`src/rtl/aq_axis_fifo_arb_pkg.sv`:
```
// Shared types and helpers for the aq_axis_fifo_arb packet arbiter.
package aq_axis_fifo_arb_pkg;

    typedef enum logic [1:0] {
        IDLE = 2'd0,
        ARB  = 2'd1,
        XFER = 2'd2
    } arb_state_e;

    localparam int MAX_PORTS = 8;
    localparam int GW_MAX    = $clog2(MAX_PORTS);

    // Reference round-robin pick: first set bit of req at or after ptr, wrapping modulo n.
    function automatic logic [GW_MAX-1:0] rr_pick(input logic [MAX_PORTS-1:0] req,
                                                  input logic [GW_MAX-1:0]    ptr,
                                                  input int                   n);
        logic [GW_MAX-1:0] pick;
        logic [GW_MAX-1:0] pos;
        int                idx;
        pick = ptr;
        for (int k = MAX_PORTS-1; k >= 0; k--) begin
            if (k < n) begin
                idx = (int'(ptr) + k) % n;
                pos = GW_MAX'(idx);
                if (req[pos]) pick = pos;
            end
        end
        return pick;
    endfunction

endpackage

```
`src/rtl/aq_axis_fifo_arb_rr_pick.sv`:
```
// Combinational round-robin picker: rotate by pointer, priority-encode, unrotate.
module aq_axis_rr_pick
    import aq_axis_fifo_arb_pkg::*;
#(
    parameter int N  = 4,
    parameter int GW = 2
) (
    input  logic [N-1:0]  req_i,
    input  logic [GW-1:0] ptr_i,
    output logic          vld_o,
    output logic [GW-1:0] idx_o
);

    localparam logic [GW:0] NL = (GW+1)'(N);

    logic [N-1:0]  rot;
    logic [GW-1:0] off;
    logic [GW:0]   sum;

    always_comb begin
        rot = N'({req_i, req_i} >> ptr_i);
        off = '0;
        for (int i = N-1; i >= 0; i--) begin
            if (rot[i]) off = GW'(i);
        end
        sum = {1'b0, ptr_i} + {1'b0, off};
        if (sum >= NL) sum = sum - NL;
        vld_o = |rot;
        idx_o = sum[GW-1:0];
    end

endmodule

```
`src/rtl/aq_axis_fifo_arb.sv`:
```
// N-input AXI-Stream packet arbiter feeding the write port of an aq_axis_fifo.
// Optional per-port packet counters are built when AQ_AXIS_FIFO_ARB_STATS_EN is defined.
module aq_axis_fifo_arb
    import aq_axis_fifo_arb_pkg::*;
#(
    parameter  int NUM_PORTS  = 4,
    parameter  int FIFO_WIDTH = 32,
    localparam int GW         = $clog2(NUM_PORTS)
) (
    input  logic                            ACLK,
    input  logic                            RST,
    input  logic [NUM_PORTS-1:0]            S_AXIS_TVALID,
    output logic [NUM_PORTS-1:0]            S_AXIS_TREADY,
    input  logic [NUM_PORTS-1:0]            S_AXIS_TLAST,
    input  logic [NUM_PORTS*FIFO_WIDTH-1:0] S_AXIS_TDATA,
    output logic                            M_AXIS_TVALID,
    input  logic                            M_AXIS_TREADY,
    output logic                            M_AXIS_TLAST,
    output logic [FIFO_WIDTH-1:0]           M_AXIS_TDATA,
    input  logic                            FIFO_WR_ALM_FULL,
    output logic [GW-1:0]                   GRANT,
    output logic                            BUSY
`ifdef AQ_AXIS_FIFO_ARB_STATS_EN
    ,
    output logic [NUM_PORTS*16-1:0]         PKT_COUNT
`endif
);

    arb_state_e           state_q;
    logic [NUM_PORTS-1:0] req_q;
    logic [GW-1:0]        grant_q;
    logic [GW-1:0]        ptr_q;
    logic [GW-1:0]        ptr_d;
    logic                 busy_q;
    logic                 pick_vld;
    logic [GW-1:0]        pick_idx;
    logic                 xfer;
    logic                 beat_last;

    // Requests that vanished between IDLE and ARB are masked so ARB can fall back to IDLE.
    aq_axis_rr_pick #(
        .N  (NUM_PORTS),
        .GW (GW)
    ) u_pick (
        .req_i (req_q & S_AXIS_TVALID),
        .ptr_i (ptr_q),
        .vld_o (pick_vld),
        .idx_o (pick_idx)
    );

    assign xfer = (state_q == XFER);

    always_comb begin
        M_AXIS_TVALID = 1'b0;
        M_AXIS_TLAST  = 1'b0;
        M_AXIS_TDATA  = '0;
        S_AXIS_TREADY = '0;
        for (int p = 0; p < NUM_PORTS; p++) begin
            if (xfer && grant_q == GW'(p)) begin
                M_AXIS_TVALID    = S_AXIS_TVALID[p];
                M_AXIS_TLAST     = S_AXIS_TLAST[p];
                M_AXIS_TDATA     = S_AXIS_TDATA[p*FIFO_WIDTH +: FIFO_WIDTH];
                S_AXIS_TREADY[p] = M_AXIS_TREADY;
            end
        end
    end

    assign beat_last = M_AXIS_TVALID & M_AXIS_TREADY & M_AXIS_TLAST;
    assign ptr_d     = (grant_q == GW'(NUM_PORTS-1)) ? '0 : grant_q + GW'(1);

    always_ff @(posedge ACLK) begin
        if (RST) begin
            state_q <= IDLE;
            req_q   <= '0;
            grant_q <= '0;
            ptr_q   <= '0;
            busy_q  <= 1'b0;
        end else begin
            case (state_q)
                IDLE: begin
                    if (|S_AXIS_TVALID && !FIFO_WR_ALM_FULL) begin
                        req_q   <= S_AXIS_TVALID;
                        state_q <= ARB;
                        busy_q  <= 1'b1;
                    end
                end
                ARB: begin
                    if (pick_vld) begin
                        grant_q <= pick_idx;
                        state_q <= XFER;
                    end else begin
                        state_q <= IDLE;
                        busy_q  <= 1'b0;
                    end
                end
                XFER: begin
                    if (beat_last) begin
                        ptr_q   <= ptr_d;
                        state_q <= IDLE;
                        busy_q  <= 1'b0;
                    end
                end
                default: begin
                    state_q <= IDLE;
                    busy_q  <= 1'b0;
                end
            endcase
        end
    end

    assign GRANT = grant_q;
    assign BUSY  = busy_q;

`ifdef AQ_AXIS_FIFO_ARB_STATS_EN
    logic [NUM_PORTS-1:0][15:0] cnt_q;
    logic [NUM_PORTS-1:0][15:0] cnt_d;

    // 16-bit counters wrap naturally at 0xFFFF.
    always_comb begin
        cnt_d = cnt_q;
        for (int p = 0; p < NUM_PORTS; p++) begin
            if (beat_last && grant_q == GW'(p)) cnt_d[p] = cnt_q[p] + 16'd1;
        end
    end

    always_ff @(posedge ACLK) begin
        if (RST) cnt_q <= '0;
        else     cnt_q <= cnt_d;
    end

    assign PKT_COUNT = cnt_q;
`endif

endmodule
```
`config.mk`:
```
export PLATFORM = sky130hd
export DESIGN_NAME = aq_axis_fifo_arb
export DESIGN_NICKNAME = d
export VERILOG_FILES = /design/src/rtl/aq_axis_fifo_arb_pkg.sv /design/src/rtl/aq_axis_fifo_arb_rr_pick.sv /design/src/rtl/aq_axis_fifo_arb.sv
export SDC_FILE = /design/constraint.sdc
export NUM_CORES = 1
export LEC_CHECK = 0
export ABC_CLOCK_PERIOD_IN_PS = 2300
export CORE_MARGIN = 2
export CORE_UTILIZATION = 29
export DETAILED_ROUTE_END_ITERATION = 8
export PLACE_DENSITY = 0.82
export SLEW_MARGIN = 25
export SYNTH_ARGS = -nofsm -noshare
export SYNTH_HDL_FRONTEND = slang
export SYNTH_SLANG_ARGS = --single-unit
```
`constraint.sdc`:
```
create_clock -name ACLK -period 2.3 [get_ports ACLK]
set_input_delay 0.345 -clock ACLK [delete_from_list [all_inputs] [get_ports ACLK]]
set_output_delay 0.345 -clock ACLK [all_outputs]
set_load 0.01 [all_outputs]
```
Word level (Yosys, flattened, before mapping)
Cells that the tools add are included.
- register bits after elaboration: 11
- input bits: 140
- output and inout port bits: 41
- logic and storage cells: 66
- add/sub/neg operators: 3
- order comparisons: 1
- equality and inequality tests: 8
- shifts and indexed selects: 1
- muxes and demuxes: 30
- bitwise gates (word level): 3
- reduce and logical (&&, ||, !) cells: 15
- operators with widths (operator ; count):
    $mux W32 ; 4
    $mux W2 ; 9
    $mux W1 ; 15
    $reduce_and A2 Y1 ; 4
    $reduce_or A4 Y1 ; 2
    $shr A8 B2 Y4 ; 1
    $eq A2 B2 Y1 const B ; 3
    $pmux W2 S3 ; 1
    $logic_and A1 B1 Y1 ; 5
    $and A4 B4 Y4 ; 1
    $eq A2 B1 Y1 const B ; 2
    $logic_not A2 Y1 ; 2
    $ne A2 B2 Y1 const B ; 2
    $add A2 B2 Y3 ; 1
    $ge A3 B3 Y1 const B ; 1
    $pmux W1 S3 ; 1
    $reduce_and A3 Y1 ; 1
    $add A2 B1 Y2 const B ; 1
    $and A1 B1 Y1 ; 2
    $ne A2 B1 Y1 const B ; 1
    $sub A2 B1 Y2 const B ; 1
    $logic_not A1 Y1 ; 1

Depth between registers and ports, before layout
Gate-level depths: netlist of the first run.
- word-level depth: 10
- gate-level depth with buffers: 9
- depth with buffers taken out: 8

By module
A second synthesis of the first run with hierarchy kept.
- cells, all modules: 258
- area total of the unflattened synthesis: 2212.1 sq um
- modules (own cells, without submodules) (module ; times used ; cells each ; area each (sq um) ; seq. area each (sq um)):
    aq_axis_fifo_arb ; 1 ; 235 ; 2031.9 ; 220.2
    aq_axis_rr_pick ; 1 ; 23 ; 180.2 ; 0.0

Least setup slack after synthesis of the first run
Ideal clock, no wire load.
- path type: register to output
- start: reg grant_q[1] (netlist: GRANT[1])
- end: out M_AXIS_TDATA[21]
- arrival: 1.809 ns
- data required time: 1.955 ns
- path slack: 0.146 ns
- cell stages (with the launch flop): 9
- buffers on the path: 2
- cell sequence: dfxtp_1 inv_1 ha_1 and4bb_1 buf_6 clkbuf_1 a221o_1 o21ai_0 o21ai_1
- word-level cells in the longest chain between the ends: 6
- elaborated cells between the ends (all ways): 12
- those cells by class: eq/ne (3); mux (4); reduce/logical (5)
- ends and longest elaborated chain (element ; line ; RTL):
    start, declared ; aq_axis_fifo_arb.sv:31 ; logic [GW-1:0] grant_q;
    start signal, assigned ; aq_axis_fifo_arb.sv:89 ; grant_q <= pick_idx;
    $logic_not A2 Y1 ; aq_axis_fifo_arb.sv:59 ; if (xfer && grant_q == GW'(p)) begin
    $logic_and A1 B1 Y1 ; aq_axis_fifo_arb.sv:59 ;
    $mux W32 (3 in series) ; aq_axis_fifo_arb.sv:59 ;
    $mux W32 * ; aq_axis_fifo_arb.sv:59 ;
    end, declared ; aq_axis_fifo_arb.sv:19 ; output logic [FIFO_WIDTH-1:0] M_AXIS_TDATA,
Every way passes the cells marked *; elsewhere a longest branch is shown, timed or not.

Final worst setup path of the first run
- start: reg grant_q[0] (netlist: GRANT[0])
- end: out M_AXIS_TDATA[2]
Same word-level chain as after synthesis.

==> flow_summary.yaml, run 1 <==
outcome:
  status: "finished, final reports clean"
sta:
  timing.fmax_ghz: 0.438
  finalClockSkew_ps: 5.38
  period_share_pct: 99.3
  setup_viol: 0
  hold_viol_final: 0
  grt_setup_unrepaired: "true"
  tightest_slew_ps: 563
  period_needed_ps: 2280
  fin_ws_ps: 16.6
  timing.slew.headroom_pct: 62.3
  finalMaxSlewViolations: 0
global_route:
  antenna_found_initial: 0
  grt_pass1_vias: 2785
  grt_start_max_net_pins: 36
  overflow: 0
  grt_pass1_wl_um: 14500
  grt.total_usage_pct: 29.1
clock_tree:
  cts_buffer_depth: 2
  clockRootBuffer: "clkbuf_8"
  tritoncts: "done"
  cts_htree_levels: 1
  clock_sinks: 11
  clock_latency_ps: 250
  numCtsBuffers: 3
  clk_pin_slew_ps: 60
power_and_ir_drop:
  p_per_area_nw_per_um2: 212
  leakage_nw: 1.63
  worst_ir_drop_vdd_uv: 379
logic_synthesis:
  synthMuxAreaShare_pct: 1.18
  netlist_area_um2: 1700
  yosys.area_share.simple_pct: 21.9
  synth_compound_area_share_pct: 52.3
  synth_top_family_by_area: "compound AO/OA/AOI/OAI gates"
  ys_seq_area_share_pct: 13.0
  synth_fp_nets: 398
  synth-xor-area-share_pct: 0.515
  ys_ff_latch: 11
  synth.distinct_cells: 40
  syn-instance-count: 253
  syn_area_per_cell_um2: 6.72
  synthAdderAreaFrac_pct: 3.68
  synth_warnings: 0
setup_path:
  crit_fanout: 8
  crit_required_ps: 1960
  cp_data_arrival_time_ps: 1940
  worstSetupPathType: "flop to primary output"
  crit_path_start_kind: "flop"
  endpoint_kind: "primary output"
floorplanning:
  die_h_um: 80.6
  die_w_um: 80.6
  start_util_pct: 30.5
  io_pins: 181
  fp.dieArea_um2: 6490
  core_um2: 5570
  fp-row-count: 27
cells_and_area:
  area_delta_synth_final_pct: 133
  drive_above_1_share_pct: 22.3
  stdcell_area_um2: 3960
  diodes: 0
  nNetsFinal: 598
  n_fill_cell: 472
detailed_routing:
  ant_nets: 0
  dr.pass1.iters: 5
  vias: 2903
  totalWireLength_um: 10300
  vias_per_cell: 5.54
  dr.first_iter.drc_count: 218
  wl_per_cell_um: 19.7
  drcViolationCount: 0
placed_design:
  gp_congestion: 0.904
  placed_area_um2: 3780
  dp_hpwl_um: 7340
  io_buffers: 180
  pre_cts_slack_ps: -160
hold_path:
  hp-class: "flop to flop"
run:
  cap_viol_max_count: 0
[synthesized netlist by cell type]
cell type | n | share of area [%]
a2111oi_1 | 1 | 0.59
a2111oi_4 | 1 | 1.6
a21o_1 | 1 | 0.44
a21oi_1 | 9 | 2.6
a221o_1 | 32 | 19
a22o_1 | 1 | 0.52
a311oi_1 | 1 | 0.52
a31oi_1 | 1 | 0.37
a32o_1 | 1 | 0.59
a41oi_1 | 1 | 0.52
and2_1 | 8 | 2.9
and2b_1 | 1 | 0.44
and3_1 | 2 | 0.74
and3_4 | 1 | 0.66
and3b_1 | 2 | 1.0
and4bb_1 | 1 | 0.74
buf_2 | 6 | 1.8
buf_6 | 1 | 0.66
clkbuf_1 | 18 | 4.0
dfxtp_1 | 11 | 13
ha_1 | 5 | 3.7
inv_1 | 5 | 1.1
mux2i_1 | 2 | 1.2
nand2_1 | 46 | 10
nand2b_1 | 4 | 1.5
nor2_1 | 3 | 0.66
nor2b_1 | 2 | 0.74
nor3_1 | 5 | 1.5
nor4_1 | 1 | 0.37
o2111ai_1 | 3 | 1.5
o211a_1 | 1 | 0.59
o211ai_1 | 3 | 1.3
o21ai_0 | 35 | 10
o21ai_1 | 31 | 9.1
o22ai_1 | 1 | 0.37
o2bb2ai_1 | 2 | 1.0
o31ai_1 | 1 | 0.44
o41ai_2 | 1 | 0.96
or4_1 | 1 | 0.44
xor2_1 | 1 | 0.52
[per-layer routing]
metal  up-vias  wire [um]  GRT usage (%)
li1       1379          -              -
met3        27       1280           9.55
met2       185       4660           48.6
met5         -          0              0
met4         0        290           9.32
met1      1312       4080           35.2
[cells by family after synthesis]
family	after synthesis
DFF	11
buffers and inverters	30
muxes	2
and+or+nand+nor	77
adders and majority gates	5
AOI/OAI and AO/OA	127
xor gates and xnor gates	1
[metrics by stage]
step	hold slack, ps	total power, mW	std cells	utilization, %	TNS (ps)
floorplan	445	0.300	253	-	0
global placement	466	0.616	509	67.8	-1350
detailed placement	478	0.623	509	67.8	-3040
CTS	485	0.834	517	68.8	-91.5
global route	522	0.882	524	71.1	-303
finish	489	0.841	524	71.1	0
[cell usage in the layout, fill, tap and decap left out, types with 5 or more instances in the layout]
master           synthesis  routed
buf_4                    0      25
buf_2                    6      32
clkdlybuf4s50_1          0     144
nand2_1                 46      46
and2_1                   8       5
a21oi_1                  9       9
nor3_1                   5       5
o21ai_1                 31      47
o21ai_0                 35      15
buf_12                   0       6
dfxtp_1                 11       9
a221o_1                 32      32
[sequential cells by signal, indices dropped and copies added (netlist names)]
name     flops
state_q      2
ptr_q        2
GRANT        2
BUSY         1
req_q        4
[area by class of cell]
cell class                      count  area, um2  area share [%]
Timing Repair Buffer              220       2140            53.9
Tap cell                           72       90.1            2.27
Sequential cell                    11        225            5.68
Clock inverter                      1       5.00           0.126
Clock buffer                        3       41.3            1.04
Multi-Input combinational cell    212       1440            36.4
Inverter                            5       23.8           0.600
[report_power, final]
| group | internal, mW | switching (mW) | total, mW |
|---|---|---|---|
| clock | 0.120 | 0.0850 | 0.205 |
| sequential | 0.199 | 0.00919 | 0.209 |
| combinational | 0.297 | 0.131 | 0.428 |
[worst paths after layout]
path	start	end	slack (ps)	cells after the start
worst max-delay path	GRANT[0]	M_AXIS_TDATA[2]	20	9
worst min-delay path	req_q[3]	req_q[3]	490	2
worst max register to register	GRANT[1]	BUSY	200	9
worst min register to register	req_q[3]	req_q[3]	490	2
[worst max-delay path, cell delays in order (launching register included)]
cell and delay, ps:
dfxtp_4 380, inv_4 50, ha_4 150, and4bb_4 240
buf_12 150, buf_6 110, a221o_1 300, o21ai_1 80
o21ai_1 80, buf_2 140
[what timing repair did]
item / in CTS / in global routing
setup buffers: 1 / 2
gates cloned: 3 / 5
pin swaps: 3 / 13
hold buffers: 0 / 0
resized for setup: 145 / 43
setup endpoints to repair: 36 / 30
No activity file was read; power rests on OpenSTA's default activity.
==> run 2, diff against run 1 <==
- CAP_MARGIN: not set -> 40
- RECOVER_POWER: not set -> 25
==> run 2 against run 1 <==
Against the previous run: final area decreased by 0.32%; total power decreased by 0.52%; hold slack improved by 1.4 ps; cell count unchanged; critical path type unchanged; largest cell class unchanged.
==> flow_summary.yaml, run 2 (synthesized netlist as in run 1, its figures left out) <==
outcome:
  status: "finished, final reports clean"
power_and_ir_drop:
  p_comb_share_pct: 50.6
  worst_ir_drop_vdd_uv: 378
  switching_share_pct: 26.8
  pwr-share-seq_pct: 24.9
  clockPowerShare_pct: 24.4
  p_per_area_nw_per_um2: 212
  leakage_nw: 1.63
  p_sw_mw: 0.224
  p_int_mw: 0.613
sta:
  setup_viol: 0
  hold_viol_final: 0
  finalMaxSlewViolations: 0
  period_needed_ps: 2280
  timing.slew.headroom_pct: 62.3
  tightest_slew_ps: 564
  fin_ws_ps: 18.3
  grt_setup_unrepaired: "true"
  period_share_pct: 99.2
  finalClockSkew_ps: 5.36
  timing.fmax_ghz: 0.438
detailed_routing:
  vias_per_cell: 5.57
  drcViolationCount: 0
  vias: 2917
  dr.pass1.iters: 5
  wl_per_cell_um: 19.8
  totalWireLength_um: 10400
  ant_nets: 0
  dr.first_iter.drc_count: 222
global_route:
  grt_pass1_wl_um: 14500
  antenna_found_initial: 0
  grt_start_max_net_pins: 36
  grt.total_usage_pct: 29.1
  grt_pass1_vias: 2785
  overflow: 0
hold_path:
  hold_start: "req_q[3]"
  hp-class: "flop to flop"
clock_tree:
  numCtsBuffers: 3
  cts_htree_levels: 1
  clock_latency_ps: 250
  clk_pin_slew_ps: 60
  cts_hold_buffers: 0
  tritoncts: "done"
  clock_sinks: 11
  clockRootBuffer: "clkbuf_8"
  cts_buffer_depth: 2
setup_path:
  crit_path_start_kind: "flop"
  cp_data_arrival_time_ps: 1940
  crit_fanout: 8
  ff2ff_path_depth: 8
  crit_path_start: "GRANT[0]"
  worstSetupPathType: "flop to primary output"
  crit_required_ps: 1960
  worst_r2r_endpoint: "BUSY"
  endpoint_kind: "primary output"
  rr_startpoint: "GRANT[0]"
  setup.worst_path.end: "M_AXIS_TDATA[2]"
  regToRegSetupSlack_ps: 190
placed_design:
  io_buffers: 180
  dp_hpwl_um: 7340
  gp_congestion: 0.904
  dp.cells: 509
  pre_cts_slack_ps: -160
cells_and_area:
  stdcell_count: 524
  area_delta_synth_final_pct: 132
  nNetsFinal: 598
  top_register: "req_q"
  drive_above_1_share_pct: 21.7
  layout_commonest_cell: "clkdlybuf4s50_1"
  final_cell_mix: "clkdlybuf4s50_1 (140), o21ai_1 (47), nand2_1 (46), a221o_1 (32), buf_2 (32)"
  diodes: 0
  largest_reg_flops: 4
  n_fill_cell: 475
floorplanning:
  io_pins: 181
  die_h_um: 80.6
  fp.dieArea_um2: 6490
  fp-row-count: 27
  die_w_um: 80.6
  start_util_pct: 30.5
  core_um2: 5570
run:
  cap_viol_max_count: 0
[run 2: cell types whose count changed in the layout (fill, tap and decap cells not counted), sizes merged]
| cell | before | now |
|---|---|---|
| clkdlybuf4s50 | 144 | 140 |
| dlygate4sd3 | 0 | 4 |
| clkbuf | 7 | 8 |
| buf | 69 | 68 |
[run 2: how the worst min path moves through the flow]
stage                     to  slack [ps]  depth (start not counted)
finish              req_q[3]         490                          2
global route        req_q[0]         520                          2
detailed placement  req_q[3]         480                          2
global placement    req_q[2]         470                          2
CTS                 req_q[3]         490                          2
floorplan           req_q[0]         440                          2
[run 2: what timing repair did]
action                     CTS  global route
resized for setup          145            43
gates cloned                 3             5
pin swaps                    3            13
buffers inserted             1             2
setup endpoints to repair   36            30
[run 2: routing by layer]
layer	part of all wire, %	GRT usage, %	up-vias	wire length, um
met5	0	0	-	0
met3	13	9.55	28	1310
met4	2.7	9.32	0	285
met1	39	35.2	1325	4070
met2	45	48.6	184	4700
li1	-	-	1380	-
[run 2: power groups by stage]
| stage | clock network (mW) | registers, mW | logic [mW] |
|---|---|---|---|
| after floorplan | 0 | 0.212 | 0.0878 |
| after global placement | 0 | 0.212 | 0.404 |
| after detailed placement | 0 | 0.212 | 0.411 |
| after CTS | 0.208 | 0.208 | 0.418 |
| after global routing | 0.219 | 0.209 | 0.449 |
| final | 0.204 | 0.209 | 0.424 |
[run 2: final cells by class]
cell class	instances	area, um2	area share, %
Timing Repair Buffer	220	2130	54.0
Multi-Input combinational cell	212	1430	36.3
Sequential cell	11	225	5.70
Tap cell	72	90.1	2.28
Clock buffer	3	41.3	1.05
Inverter	5	23.8	0.602
Clock inverter	1	5.00	0.127
[run 2: critical path, cell delays in order, from the launching register on]
cell and delay, ps:
dfxtp_4 380, inv_4 50, ha_4 150, and4bb_4 240
buf_12 150, buf_6 110, a221o_1 300, o21ai_1 80
o21ai_1 80, buf_2 140
[run 2: through the flow]
step | hold WS (ps) | utilization (%) | cell area (um2) | total power [mW] | TNS, ps
after CTS | 485 | 68.8 | 3830 | 0.834 | -91.5
after global placement | 466 | 67.8 | 3780 | 0.616 | -1350
after global routing | 522 | 70.9 | 3950 | 0.878 | -723
final | 491 | 70.9 | 3950 | 0.837 | 0
after detailed placement | 478 | 67.8 | 3780 | 0.623 | -3040
after floorplan | 445 | - | 1700 | 0.300 | 0
